### config.mk
export PLATFORM = sky130hd
export DESIGN_NAME = univ_shift_reg
export DESIGN_NICKNAME = d
export VERILOG_FILES = /design/src/rtl/usr_pkg.sv /design/src/rtl/usr_sat_cnt.sv /design/src/rtl/univ_shift_reg.sv
export SDC_FILE = /design/constraint.sdc
export NUM_CORES = 1
export LEC_CHECK = 0
export ABC_AREA = 1
export CORE_AREA = 2 2 49 51
export CTS_CLUSTER_SIZE = 20
export DETAILED_ROUTE_END_ITERATION = 10
export DIE_AREA = 0 0 51 53
export PLACE_DENSITY = 0.74
export SYNTH_ARGS = -nofsm -noshare
export SYNTH_HDL_FRONTEND = slang
export SYNTH_HIERARCHICAL = 1
export SYNTH_SLANG_ARGS = --single-unit
export TNS_END_PERCENT = 5
### constraint.sdc
create_clock -name clk -period 1.75 [get_ports clk]
set_input_delay 0.525 -clock clk [delete_from_list [all_inputs] [get_ports clk]]
set_output_delay 0.525 -clock clk [all_outputs]
set_load 0.05 [all_outputs]
### src/rtl/usr_pkg.sv
// Shared types and width helpers for the universal shift register.
package usr_pkg;

    // Operation select encoding presented on the mode input.
    typedef enum logic [1:0] {
        USR_HOLD = 2'b00,
        USR_SHL  = 2'b01,
        USR_SHR  = 2'b10,
        USR_LOAD = 2'b11
    } usr_mode_t;

    // Legal register width range.
    localparam int unsigned USR_WIDTH_MIN = 2;
    localparam int unsigned USR_WIDTH_MAX = 64;

    // Bits needed to hold a count from 0 up to and including max.
    function automatic int unsigned usr_cnt_w(input int unsigned max);
        return $clog2(max + 1);
    endfunction

endpackage : usr_pkg

### src/rtl/usr_sat_cnt.sv
// Saturating up-counter with synchronous clear; full flags the terminal value.
module usr_sat_cnt
    import usr_pkg::*;
#(
    parameter int unsigned MAX = 8
) (
    input  logic                         clk,
    input  logic                         reset,
    input  logic                         clear,
    input  logic                         inc,
    output logic [usr_cnt_w(MAX)-1:0]    cnt,
    output logic                         full
);

    localparam int unsigned CNT_W = usr_cnt_w(MAX);

    logic [CNT_W-1:0] cnt_q, cnt_d;
    logic             full_q, full_d;

    // Next count: clear wins over increment; increment stops at MAX.
    always_comb begin
        cnt_d = cnt_q;
        if (clear) begin
            cnt_d = '0;
        end else if (inc && (cnt_q != CNT_W'(MAX))) begin
            cnt_d = cnt_q + CNT_W'(1);
        end
        full_d = (cnt_d == CNT_W'(MAX));
    end

    // Count and full flag registers, synchronous reset.
    always_ff @(posedge clk) begin
        if (reset) begin
            cnt_q  <= '0;
            full_q <= 1'b0;
        end else begin
            cnt_q  <= cnt_d;
            full_q <= full_d;
        end
    end

    assign cnt  = cnt_q;
    assign full = full_q;

endmodule : usr_sat_cnt

### src/rtl/univ_shift_reg.sv
// Universal shift register: hold, shift left/right, parallel load, with a
// saturating count of shifts since the last load or reset.
// Optional feature: define USR_ROTATE_EN to add the rot input, which turns
// shifts into rotates that leave the shift count untouched.
module univ_shift_reg
    import usr_pkg::*;
#(
    parameter int unsigned           WIDTH     = 8,
    parameter logic [WIDTH-1:0]      RESET_VAL = '0
) (
    input  logic                         clk,
    input  logic                         reset,
    input  logic                         en,
    input  logic [1:0]                   mode,
    input  logic                         sin_l,
    input  logic                         sin_r,
`ifdef USR_ROTATE_EN
    input  logic                         rot,
`endif
    input  logic [WIDTH-1:0]             d,
    output logic [WIDTH-1:0]             q,
    output logic                         sout_l,
    output logic                         sout_r,
    output logic [usr_cnt_w(WIDTH)-1:0]  cnt,
    output logic                         full
);

    // Reject unsupported widths at elaboration.
    if ((WIDTH < USR_WIDTH_MIN) || (WIDTH > USR_WIDTH_MAX)) begin : g_bad_width
        $error("univ_shift_reg: WIDTH %0d out of range", WIDTH);
    end

    logic [WIDTH-1:0] q_q, q_d;
    usr_mode_t        mode_e;
    logic             rot_on;
    logic             cnt_clear;
    logic             cnt_inc;

    assign mode_e = usr_mode_t'(mode);

`ifdef USR_ROTATE_EN
    assign rot_on = rot;
`else
    assign rot_on = 1'b0;
`endif

    // Next register value and counter controls from mode; en gates everything.
    always_comb begin
        q_d       = q_q;
        cnt_clear = 1'b0;
        cnt_inc   = 1'b0;
        if (en) begin
            case (mode_e)
                USR_HOLD: begin
                    q_d = q_q;
                end
                USR_SHL: begin
                    if (rot_on) begin
                        q_d = {q_q[WIDTH-2:0], q_q[WIDTH-1]};
                    end else begin
                        q_d     = {q_q[WIDTH-2:0], sin_l};
                        cnt_inc = 1'b1;
                    end
                end
                USR_SHR: begin
                    if (rot_on) begin
                        q_d = {q_q[0], q_q[WIDTH-1:1]};
                    end else begin
                        q_d     = {sin_r, q_q[WIDTH-1:1]};
                        cnt_inc = 1'b1;
                    end
                end
                USR_LOAD: begin
                    q_d       = d;
                    cnt_clear = 1'b1;
                end
                default: begin
                    q_d = q_q;
                end
            endcase
        end
    end

    // Data register, synchronous reset to RESET_VAL.
    always_ff @(posedge clk) begin
        if (reset) begin
            q_q <= RESET_VAL;
        end else begin
            q_q <= q_d;
        end
    end

    usr_sat_cnt #(
        .MAX   (WIDTH)
    ) u_sat_cnt (
        .clk   (clk),
        .reset (reset),
        .clear (cnt_clear),
        .inc   (cnt_inc),
        .cnt   (cnt),
        .full  (full)
    );

    assign q      = q_q;
    assign sout_l = q_q[WIDTH-1];
    assign sout_r = q_q[0];

endmodule : univ_shift_reg

==> reports/results.ini <==
[pwr]
p_per_area_mw_per_mm2=608
switching_share_pct=34.5
p_leak_nw=0.667
clkPwrFrac_pct=20.9
peakVddDrop_v=0.000472
switching_power_w=0.000297
combPwrFrac_pct=39.0
p_seq_share_pct=40.1
p_int_w=0.000566

[clock_tree]
ctsHoldBuffers=0
root_buffer=clkbuf_4
cts_buffers=3
cts_sinks=13
htree_levels=1
clkLatencyLatePin_ns=0.27
cts_buffer_depth=2
clk_pin_slew_ns=0.08
cts_tree=yes

[synth]
yosys-top-cells-count=nand2_1, nor2_1, inv_1, dfxtp_1, nand3_1
syn_nets=156
syn_area_per_cell_sq_um=6.60
yosysMostFrequentCell=nand2_1
netlist_instances=136
ys_seq_area_share_pct=29.0
synth_edf_count=0
synth_area_leaders=dfxtp_1, nand2_1, nor2_1
ys_ff_latch=13
yosysTopAreaCellShare_pct=29.0
async_flop_share_pct=0
ys.flop_type=dfxtp_1
yosys.area.top_type=dfxtp_1
synth_cell_type_count=21
ys_warn_count=6
mappedNetlistArea_sq_um=897

[worst_setup_path]
timing.rr.end=u_sat_cnt/full
endpoint_kind=primary output
slowest_delay_ns=0.42
cp_num_buf_inv=2
cp.arrival_ns=0.97
cp_top_family=flip-flops
critPathKind=flop to primary output
cpMaxStageDelayCell=dfxtp_1
ff2ff_path_depth=9
worstPathMaxFanout=5
startpoint_type=flop
rr_startpoint=u_sat_cnt/cnt[1]
reg2reg_slack_ns=0.39
required_ns=1.22
cp_cell_sequence=buf_4 -> buf_12

[finish]
antenna_cells=0
drive_gt1_share_pct=29.8
final_nets=192
fill_cells=183
area_growth_pct=58.3

[die]
coreArea_sq_mm=0.00215
die_w_um=51
die-area_sq_mm=0.00270
start_util_pct=41.8
rows=17
boundaryPins=30
die_h_um=53

[timing]
fin_tns_setup_ns=0
slew_headroom_pct=79.0
hold_violations=0
fin_hold_ws_ns=0.575
finClkSkew_ns=0.00979
rsz0062_at_grt=false
period_share_pct=85.7
setup_viol=0
min_period_ns=1.50
drv_slew=0
fmax_mhz=667
worst_slew_pin_slew_ns=0.315

[worst_hold_path]
hold_depth=2
min_from=q[4]
hold_path_class=flop to flop
hold_end=q[4]

[job]
maxCapViolCount=0

[drt]
vias=907
via_per_inst=4.56
finalWirelength_um=1940
routedWlPerCell_um=9.76
drtPass1Iterations=4
ant_nets=0
drc=0
first_iter_violations=14

[global_routing]
antenna_found_initial=0
globalRouteTotalUtil_pct=15.8
grt_pass1_wl_um=3220
first_global_vias=787
grt-ovfl-total=0
grt_max_degree=17

[placed_design]
place_hpwl_um=1580
place.gp.congestion=0.772
place.port_buffers=29

[outcome]
outcome=complete, no violations

[per-stage QoR]
stage | power [W] | worst slack (ns) | utilization (%) | std cells | instance area (sq um)
2_1_floorplan | 0.000526 | 0.178 | - | 136 | 897
3_3_place_gp | 0.000683 | -0.205 | 64.6 | 195 | 1390
3_5_place_dp | 0.000691 | -0.280 | 64.6 | 195 | 1390
4_1_cts | 0.000869 | 0.0435 | 65.9 | 199 | 1420
5_1_grt | 0.000904 | 0.212 | 66.1 | 199 | 1420
6_report | 0.000863 | 0.251 | 66.1 | 199 | 1420
[power groups by stage]
| stage | combinational (W) | clock, W | sequential (W) |
|---|---|---|---|
| floorplan | 0.000126 | 0 | 0.000400 |
| finish | 0.000336 | 0.000181 | 0.000346 |
| CTS | 0.000339 | 0.000184 | 0.000346 |
| detailed placement | 0.000338 | 0 | 0.000353 |
| global route | 0.000359 | 0.000196 | 0.000350 |
| global placement | 0.000332 | 0 | 0.000351 |
[metal layers]
metal	share of wire [%]	track usage, %
met3	4.6	3.39
met2	48	25.1
met1	47	20.7
met5	0	0
met4	0.88	6.31
[cells by family (layout without fill, tap and decap cells)]
group	count (synthesis)	after routing	share of synthesized area, %
compound gates	9	9	5.02
fa+ha+maj	5	5	6.97
buf+inv	30	65	14.9
flops	13	13	29.0
simple gates	79	79	44.1
[worst reg2reg max path, cell delays in order, from the launching register on]
cell,delay [ns]
dfxtp_1,0.46
inv_1,0.09
ha_1,0.22
nand3_4,0.11
nand2_4,0.07
nand2_1,0.06
nand2_1,0.06
nand2_2,0.07
nand3_2,0.07
nor2_2,0.08
[registers in the layout, summed over array words and instances, names as in the netlist]
| register | cells |
|---|---|
| u_sat_cnt/cnt | 4 |
| q | 8 |
| u_sat_cnt/full | 1 |
[cell type report]
| type | count | area, sq um | share of cell area, % |
|---|---|---|---|
| Clock buffer | 4 | 26.3 | 1.85 |
| Tap cell | 28 | 35.0 | 2.47 |
| Timing Repair Buffer | 36 | 498 | 35.1 |
| Multi-Input combinational cell | 93 | 503 | 35.4 |
| Inverter | 25 | 97.6 | 6.87 |
| Sequential cell | 13 | 260 | 18.3 |
[what timing repair did]
item | 4_1_cts | 5_1_grt
gates resized for setup | 1 | 2
cloned | 0 | 0
setup endpoints to repair | 1 | 2
pin swaps | 0 | 1
setup buffers | 0 | 0
[worst max-delay path by stage]
| stage | cells after the start | startpoint | end |
|---|---|---|---|
| finish | 2 | u_sat_cnt/cnt[0] | cnt[0] |
| global route | 2 | u_sat_cnt/cnt[0] | cnt[0] |
| CTS | 11 | mode[0] | u_sat_cnt/full |
| detailed placement | 11 | mode[0] | u_sat_cnt/full |
| global placement | 11 | mode[0] | u_sat_cnt/full |
| floorplan | 9 | u_sat_cnt/cnt[0] | u_sat_cnt/full |
[cells in the final DEF (no fill, tap or decap), drive strengths merged]
cell / count
clkbuf: 4
dlymetal6s2s: 2
dfxtp: 13
inv: 24
ha: 5
buf: 22
clkinv: 1
o21ai: 9
nand2: 33
nand3: 17
nor2: 28
clkdlybuf4s50: 12
nand4: 1
Power figures use the tool's default switching activity.
==> patch: new RTL, same settings <==
The parameter `WIDTH` goes from 8 to 6.
--- a/src/rtl/univ_shift_reg.sv
+++ b/src/rtl/univ_shift_reg.sv
@@ -7,3 +7,3 @@
 #(
-    parameter int unsigned           WIDTH     = 8,
+    parameter int unsigned           WIDTH     = 6,
     parameter logic [WIDTH-1:0]      RESET_VAL = '0
Interface: changed (resized cnt, d and q); port bits go from 30 to 25. The function was not compared with the original's and may differ.
==> patch against the unedited design <==
- sequential cell count shrank 3
- utilization fell by 14 points
- via count shrank 21%
- total power shrank 13%
- routed wire length decreased by 17%
- count of clock-buffer cells in the layout did not move
- cell count is 21% lower
- sequential power shrank 23%
- worst setup slack worse by 0.23 ns
- clock skew fell by 0.0036 ns
- area after synthesis is 25% lower
- final area fell by 21%
- highest routed layer unchanged
==> patch: results (changes against the unedited design) <==
Parameter                              Value

Outcome
  Run status ... complete, no violations (unchanged)

Critical path
  Critical path's largest stage delay ... 0.49 ns (was 0.42 ns)
  Startpoint of the worst setup timing path ... mode[0] (was u_sat_cnt/cnt[0])
  Cell at the slowest stage of the critical path ... clkdlybuf4s50_1 (was dfxtp_1)
  Element type at the critical path end ... flip-flop (was output pin)
  CP max FO ... 6 (was 5)
  Reg2reg start ... u_sat_cnt/cnt[0] (was u_sat_cnt/cnt[1])
  Endpoint arrival time on the critical path ... 1.89 ns (was 0.97 ns)
  FF-to-FF setup slack ... 0.35 ns (was 0.39 ns)
  Cell family contributing the most delay on the critical path ... buffers and inverters (was flip-flops)
  R2R cell count ... 8 (was 9)

Routing
  Via count normalized by instance count ... 4.57 (was 4.56)
  DR WL/cell ... 10.3 um (was 9.76 um)
  Routed wl met3 ... 135 um (was 90 um)
  Number of violations reported at the end of detailed-routing iteration 0 ... 9 (was 14)
  Routed met1 length ... 602 um (was 907 um)
  Met2 wire len ... 852 um (was 928 um)

Final layout
  Non-filler instance count after layout ... 157 (was 199)
  Fraction of standard cell area in multi-input logic ... 33.9% (was 35.4%)
  Register fraction of the total cell area ... 18.0% (was 18.3%)
  Number of sequential cells ... 10 (was 13)
  Non-clock buffer instance count of the final layout ... 29 (was 36)
  Number of ordinary inverters in the final layout ... 17 (was 25)
  Multi-input combinational cell count ... 69 (was 93)
  FILL cells ... 203 (was 183)
  Share of post-route cells with drive strength above 1 ... 30.2% (was 29.8%)
  Fraction of cell area in non-clock buffers ... 35.9% (was 35.1%)
  Number of flip-flops in the largest register ... 6 (was 8)

Power and ir drop
  Total leakage power ... 0.516 nW (was 0.667 nW)
  Largest vdd supply drop ... 376 uV (was 472 uV)
  Net switching fraction of the power ... 33.3% (was 34.5%)

Synth
  Synth top area cells ... dfxtp_1, nand2_1, nor2_1 (unchanged)
  Commonest cells post-synth ... nand2_1, nor2_1, inv_1 (unchanged)
  Cell count after synthesis ... 100 (was 136)
  Number of distinct standard cells referenced by the synthesized netlist ... 20 (was 21)
  Part of the Yosys area used for sequential elements ... 29.8% (was 29.0%)
  Number of nets in the synthesized netlist ... 118 (was 156)

GRT
  GR met2 Demand/Resource ... 26.6% (was 25.1%)
  Met3 demand-to-capacity share in global routing ... 3.95% (was 3.39%)
  Via count of the first global-routing pass ... 700 (was 787)
  Overall routing resource usage ... 13.4% (was 15.8%)
  First-pass GRT wire length ... 2690 um (was 3220 um)
  Fraction of met1 tracks used by global routing ... 12.3% (was 20.7%)

Timing
  Layout Skew ... 0.00623 ns (was 0.00979 ns)
  Final WS setup ... 0.0170 ns (was 0.251 ns)
  Slew headroom ... 82.2% (was 79.0%)

Hold path
  Hold path endpoint ... q[1] (was q[4])

Placement
  Weighted congestion reported at the end of routability-driven placement ... 0.841 (was 0.772)
  Port Buf Inserts ... 24 (was 29)
  Placed Cells ... 153 (was 195)
  Pre-CTS setup slack ... -0.316 ns (was -0.280 ns)
  Placed wire-length estimate after detailed placement ... 1310 um (was 1580 um)
## patch: what timing repair did
item,in CTS,in global routing
pin swaps,0,2
gates resized for setup,1,2
setup endpoints to repair,1,6
## patch: cells by family (layout without fill, tap and decap cells)
group                      Yosys count  in the layout  synth area share, %
AOI/OAI and AO/OA                    8              8                 5.96
buffers and inverters               21             50                 14.3
DFF                                 10             10                 29.8
adders and majority gates            5              5                 9.31
and+or+nand+nor                     56             56                 40.6
## patch: power groups by stage
stage          Sequential [mW]  Combinational (mW)  Clock (mW)
2_1_floorplan            0.311               0.101           0
3_3_place_gp             0.271               0.265           0
3_5_place_dp             0.272               0.271           0
4_1_cts                  0.267               0.273       0.223
5_1_grt                  0.269               0.289       0.235
6_report                 0.267               0.271       0.212
## patch: per-stage QoR
step	area (um2)	hold slack [ns]	util, %
floorplan	672	0.597	-
global placement	1070	0.563	50.0
detailed placement	1070	0.571	50.0
CTS	1110	0.583	51.7
global route	1110	0.609	51.9
finish	1110	0.582	51.9
